File: config.mk
export PLATFORM = sky130hd
export DESIGN_NAME = serial_branch_comparator
export DESIGN_NICKNAME = d
export VERILOG_FILES = /design/src/rtl/serial_branch_comparator.sv
export SDC_FILE = /design/constraint.sdc
export NUM_CORES = 1
export LEC_CHECK = 0
export BUFFER_PORTS_ARGS = -buffer_cell sky130_fd_sc_hd__buf_4
export CORE_MARGIN = 10
export CORE_UTILIZATION = 45
export DETAILED_ROUTE_END_ITERATION = 12
export HOLD_SLACK_MARGIN = 0.02
export PLACE_DENSITY = 0.65
export SLEW_MARGIN = 20
export SYNTH_ARGS = -nofsm -noshare
export SYNTH_HDL_FRONTEND = slang
export SYNTH_SLANG_ARGS = --single-unit
File: constraint.sdc
create_clock -name clk -period 4.4 [get_ports clk]
set_clock_uncertainty 0.2 [all_clocks]
set_input_delay 0.44 -clock clk [delete_from_list [all_inputs] [get_ports clk]]
set_output_delay 0.44 -clock clk [all_outputs]
set_load 0.02 [all_outputs]
File: src/rtl/serial_branch_comparator.sv
// Digit-serial A - B for branch compares: one DIGIT_WIDTH slice per cycle.
// Produces the full difference and the EQ/NE/LT/GE/LTU/GEU flags.
module serial_branch_comparator #(
    parameter int WIDTH       = 32,
    parameter int DIGIT_WIDTH = 4
) (
    input  logic             clk,
    input  logic             reset,
    input  logic             start,
    input  logic [WIDTH-1:0] A,
    input  logic [WIDTH-1:0] B,
    output logic             busy,
    output logic             valid,
    output logic [WIDTH-1:0] S,
    output logic             EQ,
    output logic             NE,
    output logic             LT,
    output logic             GE,
    output logic             LTU,
    output logic             GEU
);
    localparam int NDIG = WIDTH / DIGIT_WIDTH;
    localparam int CW   = (NDIG > 1) ? $clog2(NDIG) : 1;

    typedef enum logic [1:0] {IDLE, RUN, DONE} state_t;

    state_t                 state;
    logic [WIDTH-1:0]       a_q, b_q;
    logic                   carry;
    logic [CW-1:0]          cnt;

    logic [DIGIT_WIDTH-1:0] a_dig, b_dig, d;
    logic                   c_out, v_next, lt_next, last;
    logic [WIDTH-1:0]       s_next;
    int                     lo;

    // One digit of A + ~B + carry; s_next is S with the current digit filled in,
    // so the flags can be registered on the same edge as the final digit.
    always_comb begin
        lo         = int'(cnt) * DIGIT_WIDTH;
        a_dig      = a_q[lo +: DIGIT_WIDTH];
        b_dig      = b_q[lo +: DIGIT_WIDTH];
        {c_out, d} = {1'b0, a_dig} + {1'b0, ~b_dig} + (DIGIT_WIDTH + 1)'(carry);
        s_next     = S;
        s_next[lo +: DIGIT_WIDTH] = d;
        v_next     = (a_q[WIDTH-1] != b_q[WIDTH-1]) & (s_next[WIDTH-1] != a_q[WIDTH-1]);
        lt_next    = s_next[WIDTH-1] ^ v_next;
        last       = (cnt == CW'(NDIG - 1));
    end

    always_ff @(posedge clk) begin
        if (reset) begin
            state <= IDLE;
            a_q   <= '0;
            b_q   <= '0;
            carry <= 1'b0;
            cnt   <= '0;
            busy  <= 1'b0;
            valid <= 1'b0;
            S     <= '0;
            EQ    <= 1'b0;
            NE    <= 1'b0;
            LT    <= 1'b0;
            GE    <= 1'b0;
            LTU   <= 1'b0;
            GEU   <= 1'b0;
        end else begin
            valid <= 1'b0;
            case (state)
                IDLE, DONE: begin
                    if (start) begin
                        a_q   <= A;
                        b_q   <= B;
                        carry <= 1'b1;
                        cnt   <= '0;
                        S     <= '0;
                        busy  <= 1'b1;
                        state <= RUN;
                    end else begin
                        state <= IDLE;
                    end
                end
                RUN: begin
                    S     <= s_next;
                    carry <= c_out;
                    cnt   <= cnt + CW'(1);
                    // Flags only change here, so they never show a half-built S.
                    if (last) begin
                        state <= DONE;
                        busy  <= 1'b0;
                        valid <= 1'b1;
                        EQ    <= (s_next == '0);
                        NE    <= (s_next != '0);
                        LTU   <= ~c_out;
                        GEU   <= c_out;
                        LT    <= lt_next;
                        GE    <= ~lt_next;
                    end
                end
                default: state <= IDLE;
            endcase
        end
    end
endmodule

==> impl_metrics.yaml <==
status:
  outcome: "finished clean"
worst_hold_path:
  min-delay-start: "A[30]"
  min_path_type: "in2reg"
  whs_path_depth: 3
  worstHoldEndpoint: "a_q[30]"
floorplanning:
  core_um2: 11300
  start_util_pct: 45.5
  io_pins: 107
  num_rows: 39
  dieArea_um2: 16100
  die_w_um: 127
  die_h_um: 127
place:
  gp_congestion: 0.916
  port_buffers: 106
  hpwl_um: 10800
timing:
  min_period_ns: 3.85
  setup_tns_ns: 0
  hold_viol_final: 0
  drv_slew: 0
  slew_headroom_pct: 29.2
  rsz0062_at_grt: "no"
  min_period_over_period_pct: 87.6
  worst_pin_slew_ns: 1.06
  timing.fmax_mhz: 259
  setup_violations: 0
synth:
  ys_ff_latch: 110
  syn_nets: 693
  avgSynthCellArea_um2: 8.40
  synth_warnings: 0
  seq_area_frac_synth_pct: 42.7
  synth_area_um2: 5150
  synth_edf_count: 0
  yosys.cell_types.count: 62
  synthCells: 614
  synthFlopType: "dfxtp_1"
  synth-async-reset-ratio_pct: 0
route:
  met2_wirelength_um: 7170
  first_iter_violations: 483
  drc: 0
  routed.top_layer: "met4"
  wl_per_cell_um: 17.5
  post_drt_via_cell_ratio: 5.53
  routed_wl_um: 14800
  wl_met1_um: 6610
  wl_met3_um: 841
  detail-route-antenna-nets: 0
  drt_pass1_iterations: 5
  vias: 4676
power:
  power_density_nw_per_um2: 362
  p_clk_share_pct: 36.4
  pwr-share-comb_pct: 17.2
  total_power_mw: 2.30
  switching_share_pct: 27.5
  ir_drop_uv: 180
  p_seq_share_pct: 46.5
  p_leak_nw: 2.58
  cell_internal_pwr_mw: 1.67
  switchingPower_mw: 0.630
clock_tree:
  cts.sinks: 110
  cts_root_buf: "clkbuf_16"
  cts_resized: 0
  postCtsSetupRepairBufs: 0
  clkLatencyLatePin_ns: 0.35
  cts_made_buffers: 9
  cts_tree: "built"
  ctsHoldBuffers: 0
  cts-htree-levels: 3
  clockBufferDepth: 2
  clk_pin_slew_ns: 0.08
global_route:
  grt_usage_pct: 17.9
  grt_antenna_before_repair: 0
  grt.overflow.total: 0
  grt_max_degree: 107
  grt_pass1_wl_um: 24100
  grt_pass1_vias: 4661
critical_path:
  startpoint_type: "register"
  rr_endpoint: "NE"
  cpPeakStageDelay_ns: 0.57
  cp_max_fo: 12
  r2r_slack_ns: 0.55
  critPathMostFrequentCell: "fa_1"
  critPathCaptureType: "register"
  crit_chain: "buf_4 > mux4_2 > mux2i_1 > fa_1 > inv_1 > fa_1 > nor2b_1 > a31oi_1 > o2111ai_1 > nor4_1 > nand4_1 > o211a_1"
  rr_worst_depth: 12
  critPathArrivalTime_ns: 3.89
  r2r_start: "cnt[0]"
  required_ns: 4.44
  crit_slowest_cell: "dfxtp_2"
  critPathKind: "reg2reg"
layout:
  area_growth_pct: 23.0
  fillCellCount: 1089
  drive_gt1_share_pct: 23.5
  n_antenna_cell: 0
  fin_nets: 777
  finish.utilization_pct: 56.0
flow_run:
  drv_cap: 0
-- per-layer routing --
metal | vias to the layer above | global-route usage [%]
met3 | 11 | 3.93
met4 | 0 | 4.69
met1 | 2209 | 23.5
met5 | - | 0
li1 | 2311 | -
met2 | 145 | 29.2
-- Yosys cell counts, types with 2 or more instances --
library cell  instances  area, µm²
a21oi_1              82        410
a22oi_1              14        105
a31oi_1               5       31.3
a32oi_1               7       61.3
and2_1                3       18.8
and3_1                2       12.5
and4b_1               2       20.0
buf_1                 6       22.5
buf_2                 6       30.0
buf_6                 2       22.5
clkbuf_1             28        105
dfxtp_1             110       2200
fa_1                  2       40.0
ha_1                 10        125
inv_1                 8       30.0
mux2i_1               5       50.1
mux4_2               16        360
nand2_1             155        582
nand2b_1              6       37.5
nand3_1               6       30.0
nand4_1               8       50.1
nor2_1               52        195
nor2b_1               5       31.3
nor3_1                9       45.0
nor3b_1               2       15.0
nor4_1                4       25.0
o211a_1               2       20.0
o211ai_1              2       15.0
o21a_1                4       30.0
o21ai_0              15       75.1
o22ai_1               2       12.5
o311a_1               2       20.0
or2_2                 2       12.5
or3_1                 2       12.5
-- worst max path at each step --
stage / endpoint / cells after the start / slack (ns) / start
after floorplan: NE / 13 / 0.63 / cnt[0]
after global placement: NE / 12 / 0.59 / cnt[0]
after detailed placement: NE / 12 / 0.43 / cnt[0]
after CTS: NE / 12 / 0.44 / cnt[0]
after global routing: NE / 12 / 0.30 / cnt[0]
final: NE / 12 / 0.55 / cnt[0]
-- registers in the layout, indices dropped and copies added (netlist names) --
register and cells:
carry 1, busy 1, a_q 32, LTU 1, GE 1, cnt 3, b_q 32, state 2
EQ 1, LT 1, GEU 1, S 32, valid 1, NE 1
-- power by group through the flow --
stage | combinational, mW | clock [mW] | sequential (mW)
floorplan | 0.264 | 0 | 1.08
global placement | 0.386 | 0 | 1.09
detailed placement | 0.393 | 0 | 1.09
CTS | 0.394 | 0.847 | 1.07
global route | 0.435 | 0.886 | 1.07
finish | 0.394 | 0.835 | 1.07
-- per-stage QoR --
step	cell area (µm²)	worst slack, ns	hold WS [ns]	std cells
floorplan	5150	0.630	0.233	614
global placement	6030	0.592	0.241	830
detailed placement	6030	0.428	0.245	830
CTS	6340	0.438	0.128	846
global route	6340	0.303	0.128	846
finish	6340	0.546	0.131	846
-- cell type report --
cell class,count,area (µm²),area share [%]
tap,143,179,2.82
inverter,9,33.8,0.533
clock inverter,6,68.8,1.09
sequential,110,2200,34.8
clock buffer,10,239,3.77
timing repair buffer,116,871,13.7
multi-input combinational,452,2740,43.3
-- worst max-delay path: cells and delay by family (launching register included) --
kind | cells | cell delay (ns)
adders and majority gates | 2 | 0.79
buffers and inverters | 2 | 0.30
and+or+nand+nor | 3 | 0.66
AOI/OAI and AO/OA | 3 | 0.49
DFF | 1 | 0.57
muxes | 2 | 0.74
-- cells by family after synthesis --
family / Yosys count / synth area share (%)
buffers and inverters: 52 / 4.30
and+or+nand+nor: 267 / 23.0
AOI/OAI and AO/OA: 146 / 17.5
adders and majority gates: 13 / 3.40
DFF: 110 / 42.7
xor gates and xnor gates: 2 / 0.340
muxes: 24 / 8.69
-- cell usage in the layout, fill, tap and decap left out, drive strengths merged, types with 3 or more instances in the layout --
cell type and n:
a21oi 82, a22oi 14, a31oi 5, a32oi 7
and2 3, buf 116, clkbuf 10, clkinv 3
dfxtp 110, ha 10, inv 10, mux2 3
mux2i 5, mux4 16, nand2 155, nand2b 6
nand3 6, nand4 8, nor2 53, nor2b 5
nor3 10, nor3b 4, nor4 4, o21a 4
o21ai 16
No activity file was read; power rests on OpenSTA's default activity.
